==> config.mk <==
export PLATFORM = sky130hd
export DESIGN_NAME = regfile_2r1w
export DESIGN_NICKNAME = d
export VERILOG_FILES = /design/src/rtl/regfile_pkg.sv /design/src/rtl/regfile_read_port.sv /design/src/rtl/regfile_2r1w.sv
export SDC_FILE = /design/constraint.sdc
export NUM_CORES = 1
export LEC_CHECK = 0
export ABC_AREA = 1
export ABC_CLOCK_PERIOD_IN_PS = 5620
export BUFFER_PORTS_ARGS = -buffer_cell sky130_fd_sc_hd__buf_2
export CAP_MARGIN = 30
export CORE_MARGIN = 2
export CORE_UTILIZATION = 30
export DETAILED_ROUTE_END_ITERATION = 8
export PLACE_DENSITY = 0.56
export SLEW_MARGIN = 0
export SYNTH_ARGS = -nofsm -noshare
export SYNTH_HDL_FRONTEND = slang
export SYNTH_SLANG_ARGS = --single-unit
==> constraint.sdc <==
create_clock -name clk -period 5.62 [get_ports clk]
set_input_delay 0.562 -clock clk [delete_from_list [all_inputs] [get_ports clk]]
set_output_delay 0.562 -clock clk [all_outputs]
set_load 0.02 [all_outputs]
==> src/rtl/regfile_pkg.sv <==
`default_nettype none
// ============================================================================
// Module      : regfile_pkg
// Description : Shared defaults and select-width helper for the 2R1W regfile.
// Revision    : 1.0 - initial release
// ============================================================================
package regfile_pkg;

    localparam int REGFILE_WIDTH = 16;
    localparam int REGFILE_NREGS = 8;

    // $clog2(1) is 0, which would produce a zero-width select bus
    function automatic int regfile_sel_w(input int nregs);
        return (nregs <= 1) ? 1 : $clog2(nregs);
    endfunction

endpackage
`default_nettype wire

==> src/rtl/regfile_read_port.sv <==
`default_nettype none
// ============================================================================
// Module      : regfile_read_port
// Description : Registered read port with same-edge write bypass, zero-register
//               and out-of-range gating, valid pulse and out-of-range flag.
// Revision    : 1.0 - initial release
// ============================================================================
module regfile_read_port
    import regfile_pkg::*;
#(
    parameter int   WIDTH    = REGFILE_WIDTH,
    parameter int   NREGS    = REGFILE_NREGS,
    parameter bit   ZERO_REG = 1'b0,
    localparam int  SEL_W    = regfile_sel_w(NREGS)
) (
    input  logic                   clk,
    input  logic                   rst,
    input  logic [NREGS*WIDTH-1:0] i_regs,
    input  logic                   i_wr_en,
    input  logic [SEL_W-1:0]       i_wr_sel,
    input  logic [WIDTH-1:0]       i_wr_data,
    input  logic                   i_rd_en,
    input  logic [SEL_W-1:0]       i_rd_sel,
    output logic [WIDTH-1:0]       o_rd_data,
    output logic                   o_rd_valid,
    output logic                   o_rd_oor
);

    localparam logic [SEL_W:0] c_NREGS = NREGS[SEL_W:0];

    logic             w_oor;
    logic             w_bypass;
    logic [WIDTH-1:0] w_stored;
    logic [WIDTH-1:0] w_sel_val;
    logic [WIDTH-1:0] r_rd_data;
    logic             r_rd_valid;
    logic             r_rd_oor;

    assign w_oor    = ({1'b0, i_rd_sel} >= c_NREGS);
    assign w_bypass = i_wr_en && (i_wr_sel == i_rd_sel);

    always_comb begin
        w_stored = '0;
        for (int i = 0; i < NREGS; i++) begin
            if (i_rd_sel == SEL_W'(i)) begin
                w_stored = i_regs[i*WIDTH +: WIDTH];
            end
        end
    end

    always_comb begin
        w_sel_val = w_stored;
        if (w_oor) begin
            w_sel_val = '0;
        end else if (ZERO_REG && (i_rd_sel == '0)) begin
            w_sel_val = '0;
        end else if (w_bypass) begin
            w_sel_val = i_wr_data;
        end
    end

    always_ff @(posedge clk or posedge rst) begin
        if (rst) begin
            r_rd_data  <= '0;
            r_rd_valid <= 1'b0;
            r_rd_oor   <= 1'b0;
        end else begin
            r_rd_valid <= i_rd_en;
            if (i_rd_en) begin
                r_rd_data <= w_sel_val;
                r_rd_oor  <= w_oor;
            end
        end
    end

    assign o_rd_data  = r_rd_data;
    assign o_rd_valid = r_rd_valid;
    assign o_rd_oor   = r_rd_oor;

endmodule
`default_nettype wire

==> src/rtl/regfile_2r1w.sv <==
`default_nettype none
// ============================================================================
// Module      : regfile_2r1w
// Description : Parametrised register file, one write port, two registered
//               read ports with bypass and valid tracking.
// Revision    : 1.0 - initial release
// ============================================================================
module regfile_2r1w
    import regfile_pkg::*;
#(
    parameter int   WIDTH    = REGFILE_WIDTH,
    parameter int   NREGS    = REGFILE_NREGS,
    parameter bit   ZERO_REG = 1'b0,
    localparam int  SEL_W    = regfile_sel_w(NREGS)
) (
    input  logic             clk,
    input  logic             rst,
    input  logic             wr_en,
    input  logic [SEL_W-1:0] wr_sel,
    input  logic [WIDTH-1:0] wr_data,
    input  logic             rd_en0,
    input  logic [SEL_W-1:0] rd_sel0,
    input  logic             rd_en1,
    input  logic [SEL_W-1:0] rd_sel1,
    output logic [WIDTH-1:0] rd_data0,
    output logic [WIDTH-1:0] rd_data1,
    output logic             rd_valid0,
    output logic             rd_valid1,
    output logic             rd_oor0,
    output logic             rd_oor1
);

    localparam logic [SEL_W:0] c_NREGS = NREGS[SEL_W:0];

    logic [WIDTH-1:0]       r_regs [NREGS];
    logic [NREGS*WIDTH-1:0] w_regs_flat;
    logic                   w_we;

    // Writes to a missing register, or to a hardwired zero register, are dropped
    assign w_we = wr_en && ({1'b0, wr_sel} < c_NREGS) && !(ZERO_REG && (wr_sel == '0));

    always_ff @(posedge clk or posedge rst) begin
        if (rst) begin
            for (int i = 0; i < NREGS; i++) begin
                r_regs[i] <= '0;
            end
        end else begin
            for (int i = 0; i < NREGS; i++) begin
                if (w_we && (wr_sel == SEL_W'(i))) begin
                    r_regs[i] <= wr_data;
                end
            end
        end
    end

    for (genvar g = 0; g < NREGS; g++) begin : g_flat
        assign w_regs_flat[g*WIDTH +: WIDTH] = r_regs[g];
    end

    regfile_read_port #(
        .WIDTH    (WIDTH),
        .NREGS    (NREGS),
        .ZERO_REG (ZERO_REG)
    ) u_rd0 (
        .clk        (clk),
        .rst        (rst),
        .i_regs     (w_regs_flat),
        .i_wr_en    (wr_en),
        .i_wr_sel   (wr_sel),
        .i_wr_data  (wr_data),
        .i_rd_en    (rd_en0),
        .i_rd_sel   (rd_sel0),
        .o_rd_data  (rd_data0),
        .o_rd_valid (rd_valid0),
        .o_rd_oor   (rd_oor0)
    );

    regfile_read_port #(
        .WIDTH    (WIDTH),
        .NREGS    (NREGS),
        .ZERO_REG (ZERO_REG)
    ) u_rd1 (
        .clk        (clk),
        .rst        (rst),
        .i_regs     (w_regs_flat),
        .i_wr_en    (wr_en),
        .i_wr_sel   (wr_sel),
        .i_wr_data  (wr_data),
        .i_rd_en    (rd_en1),
        .i_rd_sel   (rd_sel1),
        .o_rd_data  (rd_data1),
        .o_rd_valid (rd_valid1),
        .o_rd_oor   (rd_oor1)
    );

endmodule
`default_nettype wire

## Word level (Yosys, flattened, before mapping)

Cells that the tools add are included.

- Flip-flop bits (word level): 162
- Latch bits: 0
- Bits in writable memories: 0
- Memory bits (read-only): 0
- Input bits: 30
- Output and inout port bits: 36
- Word-level logic and storage cells: 66
- Memories: 0

- Add/sub/neg operators: 0
- Multiply operators: 0
- Div/mod/pow operators: 0
- $lt $le $gt $ge: 0
- Eq/ne operators: 23
- Shifts and indexed selects: 0
- Muxes and demuxes: 18
- Bitwise operators: 0
- Reductions and logical operators: 13

Operators by type and width:

| operator | count |
|---|---|
| two-way mux 16 bit | 18 |
| == test 3 bit, second input constant | 12 |
| == test 3 x 2 -> 1 bit, second input constant | 6 |
| logical AND 1 bit | 10 |
| == test 3 x 1 -> 1 bit, second input constant | 3 |
| zero test 3 bit | 3 |
| == test 3 bit | 2 |

## Logic depth before layout (Yosys ltp)

- Depth after elaboration: 10
- Gate-level depth with buffers: 10
- Mapped depth without buffers: 9

## Hierarchy

From an unflattened synthesis, not the netlist that was laid out.

- Cells, all modules: 1,322
- Area total of the unflattened synthesis: 9,225.1 um^2

By module, submodules not included:

| module | instances | cells each | area each (um^2) | sequential area each (um^2) |
|---|---|---|---|---|
| regfile_2r1w | 1 | 580 | 5,038.6 | 3,203.1 |
| regfile_read_port | 2 | 371 | 2,093.3 | 425.4 |

## Worst setup path before layout

Ideal clock, no wire load.

- Kind: input -> register
- Start: input port rd_sel0[1]
- End: register u_rd0.r_rd_data[0], in the netlist u_rd0.o_rd_data[0]
- Library setup time: 0.116 ns
- Arrival time: 1.587 ns
- Required time: 5.504 ns
- Setup slack: 3.916 ns
- Stages: 10
- Path buffers: 2
- Path through: buf_4 > inv_2 > nor2_1 > nor3_4 > nand2_2 > buf_6 > o21ai_1 > inv_1 > nand2_1 > nand2_1

- Word-level cells in the longest chain between the ends: 10
- Elaborated cells between the ends (all ways): 19
- Classes of those cells: eq/ne (8); mux (9); reduce/logical (2)

RTL lines:

| what | line | source |
|---|---|---|
| start: declaration | regfile_2r1w.sv:22 | `input logic [SEL_W-1:0] rd_sel0,` |
| zero test 3 bit | regfile_read_port.sv:45 | `if (i_rd_sel == SEL_W'(i)) begin` |
| two-way mux 16 bit (8 in a row) | regfile_read_port.sv:45 |  |
| two-way mux 16 bit (*) | regfile_read_port.sv:57 | `end else if (w_bypass) begin` |
| end signal: assignment | regfile_read_port.sv:70 | `r_rd_data <= w_sel_val;` |
| end: declaration | regfile_read_port.sv:35 | `logic [WIDTH-1:0] r_rd_data;` |

Mark *: on every way between the ends. The rest lies on a longest branch, timed or not.
A chain may end at the register's enable or synchronous reset.

## Worst setup path in the final report

- Start: input port rd_sel1[1]
- End: register u_rd1.r_rd_data[10], in the netlist u_rd1.o_rd_data[10]

- Word-level cells in the longest chain between the ends: 10
- Elaborated cells between the ends (all ways): 19
- Classes of those cells: eq/ne (8); mux (9); reduce/logical (2)

RTL lines:

| what | line | source |
|---|---|---|
| start: declaration | regfile_2r1w.sv:24 | `input logic [SEL_W-1:0] rd_sel1,` |
| zero test 3 bit | regfile_read_port.sv:45 |  |
| two-way mux 16 bit (8 in a row) | regfile_read_port.sv:45 |  |
| two-way mux 16 bit (*) | regfile_read_port.sv:57 |  |
| end signal: assignment | regfile_read_port.sv:70 |  |
| end: declaration | regfile_read_port.sv:35 |  |

Marked as above.

==> reports/qor.csv <==
stage,metric,value,unit
status,status,"complete, no violations",
timing,tns,0,ns
critical_path,slowest_delay,0.81,ns
critical_path,critical_path.top_delay_family,simple AND/OR/NAND/NOR gates,
yosys,syn_area,8516,µm²
route,via_per_inst,5.149,
cells_and_area,nNetsFinal,1200,
yosys,netlist_instances,1146,
clock_tree,cts_inserted_buffers,17,
min_path,hold_class,in -> async,
timing,setup_violations,0,
critical_path,cp_slowest_cell,nor2_2,
floorplanning,initial_core_util,30.57,%
cells_and_area,drive_above_1_share,10.83,%
critical_path,end_kind,flip-flop,
grt,grt_first_pass_wirelength,44550,µm
grt,grt_max_degree,52,
floorplanning,die_area,29750,µm²
clock_tree,clk_pin_slew,0.07,ns
power_and_ir_drop,power_frac_seq,46.4,%
placed_design,preCtsSetupSlack,2.528,ns
floorplanning,rows,61,
clock_tree,root_buffer,clkbuf_16,
timing,maxClockFrequency,366.5,MHz
clock_tree,clk_path_buf_depth,2,
floorplanning,fp.dieW,172.5,µm
route,drc,0,
critical_path,crit_chain,buf_2 > nor2_1 > nor2_2 > nand2_2 > o21ai_0 > inv_1 > nand2_1 > nand2_1,
power_and_ir_drop,comb_power_share,19.4,%
critical_path,cp_common_cell,nand2_1,
clock_tree,cts_htree_levels,4,
critical_path,worstPathArrival,3.05,ns
timing,holdWs,0.1193,ns
floorplanning,core,27860,µm²
placed_design,portBuffers,63,
power_and_ir_drop,power.leakage,4.626,nW
power_and_ir_drop,clkPwrFrac,34.2,%
clock_tree,cts_tree,yes,
yosys,synth_fa_ha_area_share,0,%
route,dr.first_iter.drc_count,873,
yosys,muxShareOfSynthArea,0,%
power_and_ir_drop,p_int,2.247,mW
yosys,ys_ff_latch,162,
grt,grt-ovfl-total,0,
clock_tree,cts_resized,0,
yosys,synthXorXnorAreaFrac,0.2057,%
job,cap_viol_max_count,0,
route,drt_first_pass_iters,5,
floorplanning,die_h,172.5,µm
yosys,yosys_warnings,0,
timing,final.setup.worst_slack,2.891,ns
route,drt-wirelength-per-cell,17.81,µm
timing,rsz0062_at_grt,no,
critical_path,worst_setup_path_start_kind,primary input,
timing,hold_violations,0,
clock_tree,ctsHoldBuffers,0,
critical_path,r2r_slack,4.40,ns
clock_tree,post-cts-setup-buffers,0,
placed_design,hpwlAfterDp,18560,µm
critical_path,cp_max_fo,38,
grt,grtUsageTotal,19.47,%
yosys,synth-compound-area-share,11.52,%
route,vias,8032,
placed_design,gp_congestion,0.8242,
power_and_ir_drop,peakVddDrop,0.0002257,V
grt,antenna_found_initial,0,
yosys,yosysSeqAreaShare,47.61,%
cells_and_area,diodes,0,
yosys,synth_top_family_by_area,simple AND/OR/NAND/NOR gates,
placed_design,placedCellCount,1528,
clock_tree,insertion_delay,0.44,ns
power_and_ir_drop,powerDensity,342.7,nW/µm²
cells_and_area,area_growth,14.46,%
grt,grt_pass1_vias,7721,
timing,fin_skew,0.01330,ns
timing,tightest_slew,0.9990,ns
route,routed_wl,27790,µm
timing,final_max_slew_viol_count,0,
route,drtAntennaViolNets,0,
yosys,synth_cell_types,23,
power_and_ir_drop,switching_share,32.72,%
cells_and_area,layout.cells.non_filler,1560,
floorplanning,io_pins,66,
clock_tree,cts_sinks,162,
critical_path,cp_num_buf_inv,2,
timing,post-route-period-util,48.56,%
timing,max-slew-margin-rel,33.33,%
cells_and_area,postLayoutCoreUtil,34.99,%
critical_path,required,5.94,ns
yosys,synthSimpleGateAreaFrac,32.31,%
timing,fin_crit,2.729,ns
yosys,syn-mean-instance-area,7.431,µm²
power_and_ir_drop,p_sw,1.093,mW
critical_path,path_class,in -> reg,
[cells in the final DEF (no fill, tap or decap)]
| cell type | count |
|---|---|
| nand2_1 | 327 |
| dfrtp_1 | 162 |
| o21ai_0 | 140 |
| nand4_1 | 126 |
| nor2_1 | 106 |
| inv_1 | 93 |
| buf_2 | 63 |
| nand3_1 | 38 |
| a21oi_1 | 36 |
| o21ai_1 | 20 |
| clkbuf_16 | 17 |
| buf_4 | 9 |
| inv_2 | 5 |
| nor3_2 | 5 |
| nor2_2 | 4 |
| nor3_4 | 4 |
| clkbuf_8 | 4 |
| clkinv_2 | 3 |
| buf_16 | 3 |
| xor2_1 | 2 |
| nand2_2 | 2 |
| inv_6 | 2 |
| conb_1 | 2 |
| clkinvlp_4 | 2 |
| clkbuf_1 | 2 |
| buf_8 | 2 |
| bufinv_16 | 1 |
| clkinv_4 | 1 |
| buf_12 | 1 |
[power groups by stage]
stage / clock network, mW / registers, mW / logic, mW
2_1_floorplan: 0 / 1.57 / 0.386
3_3_place_gp: 0 / 1.56 / 0.630
3_5_place_dp: 0 / 1.56 / 0.650
4_1_cts: 1.16 / 1.55 / 0.651
5_1_grt: 1.21 / 1.58 / 0.739
6_report: 1.14 / 1.55 / 0.647
[registers in the layout, indices dropped and copies added (netlist names)]
name and count:
u_rd0.o_rd_data 16, u_rd1.o_rd_valid 1, u_rd1.o_rd_data 16, u_rd0.o_rd_valid 1, r_regs 128
[path summary, 6_finish.rpt]
check	start	end	cells past startpoint
max reg2reg	r_regs[113]	u_rd1.o_rd_data[1]	6
min	rst	r_regs[126]	2
min in group clk	wr_data[9]	r_regs[9]	3
min reg2reg	u_rd1.o_rd_data[2]	u_rd1.o_rd_data[2]	2
max	rd_sel1[1]	u_rd1.o_rd_data[10]	8
max in group asynchronous	rst	r_regs[1]	4
[cells by family after synthesis]
kind of cell,after synthesis
other,1
buffers and inverters,173
xor gates and xnor gates,2
AOI/OAI and AO/OA,196
and+or+nand+nor,612
DFF,162
[routing by layer]
layer | track usage [%] | wire length (µm) | part of all wire, %
met5 | 0 | 0 | 0
met1 | 27.39 | 12720 | 46
met3 | 2.907 | 1716 | 6.2
met4 | 7.965 | 807 | 2.9
met2 | 29.91 | 12540 | 45
[area by class of cell]
type / count / area (µm²)
flip-flops and latches: 162 / 4054
fillers: 2922 / 18110
well taps: 378 / 473.0
clock inverters: 8 / 77.57
inverters: 99 / 376.6
repair buffers: 78 / 515.5
multi-input cells: 812 / 3762
clock buffers: 23 / 488.0
[cell usage after synthesis (all sizes together)]
cell type / number / area [µm²]
a21oi: 36 / 180.2
buf: 31 / 173.9
clkbuf: 43 / 162.7
conb: 1 / 3.750
dfrtp: 162 / 4054
inv: 99 / 371.6
nand2: 329 / 1240
nand3: 38 / 190.2
nand4: 126 / 788.3
nor2: 110 / 422.9
nor3: 9 / 110.1
o21ai: 160 / 800.8
xor2: 2 / 17.52
[stage by stage]
step                area [µm²]  total power [mW]
floorplan                 8519             1.961
global placement          9041             2.194
detailed placement        9174             2.211
CTS                       9739             3.357
global route              9747             3.523
finish                    9747             3.340
Note: power is estimated with default switching activity, not from simulation.
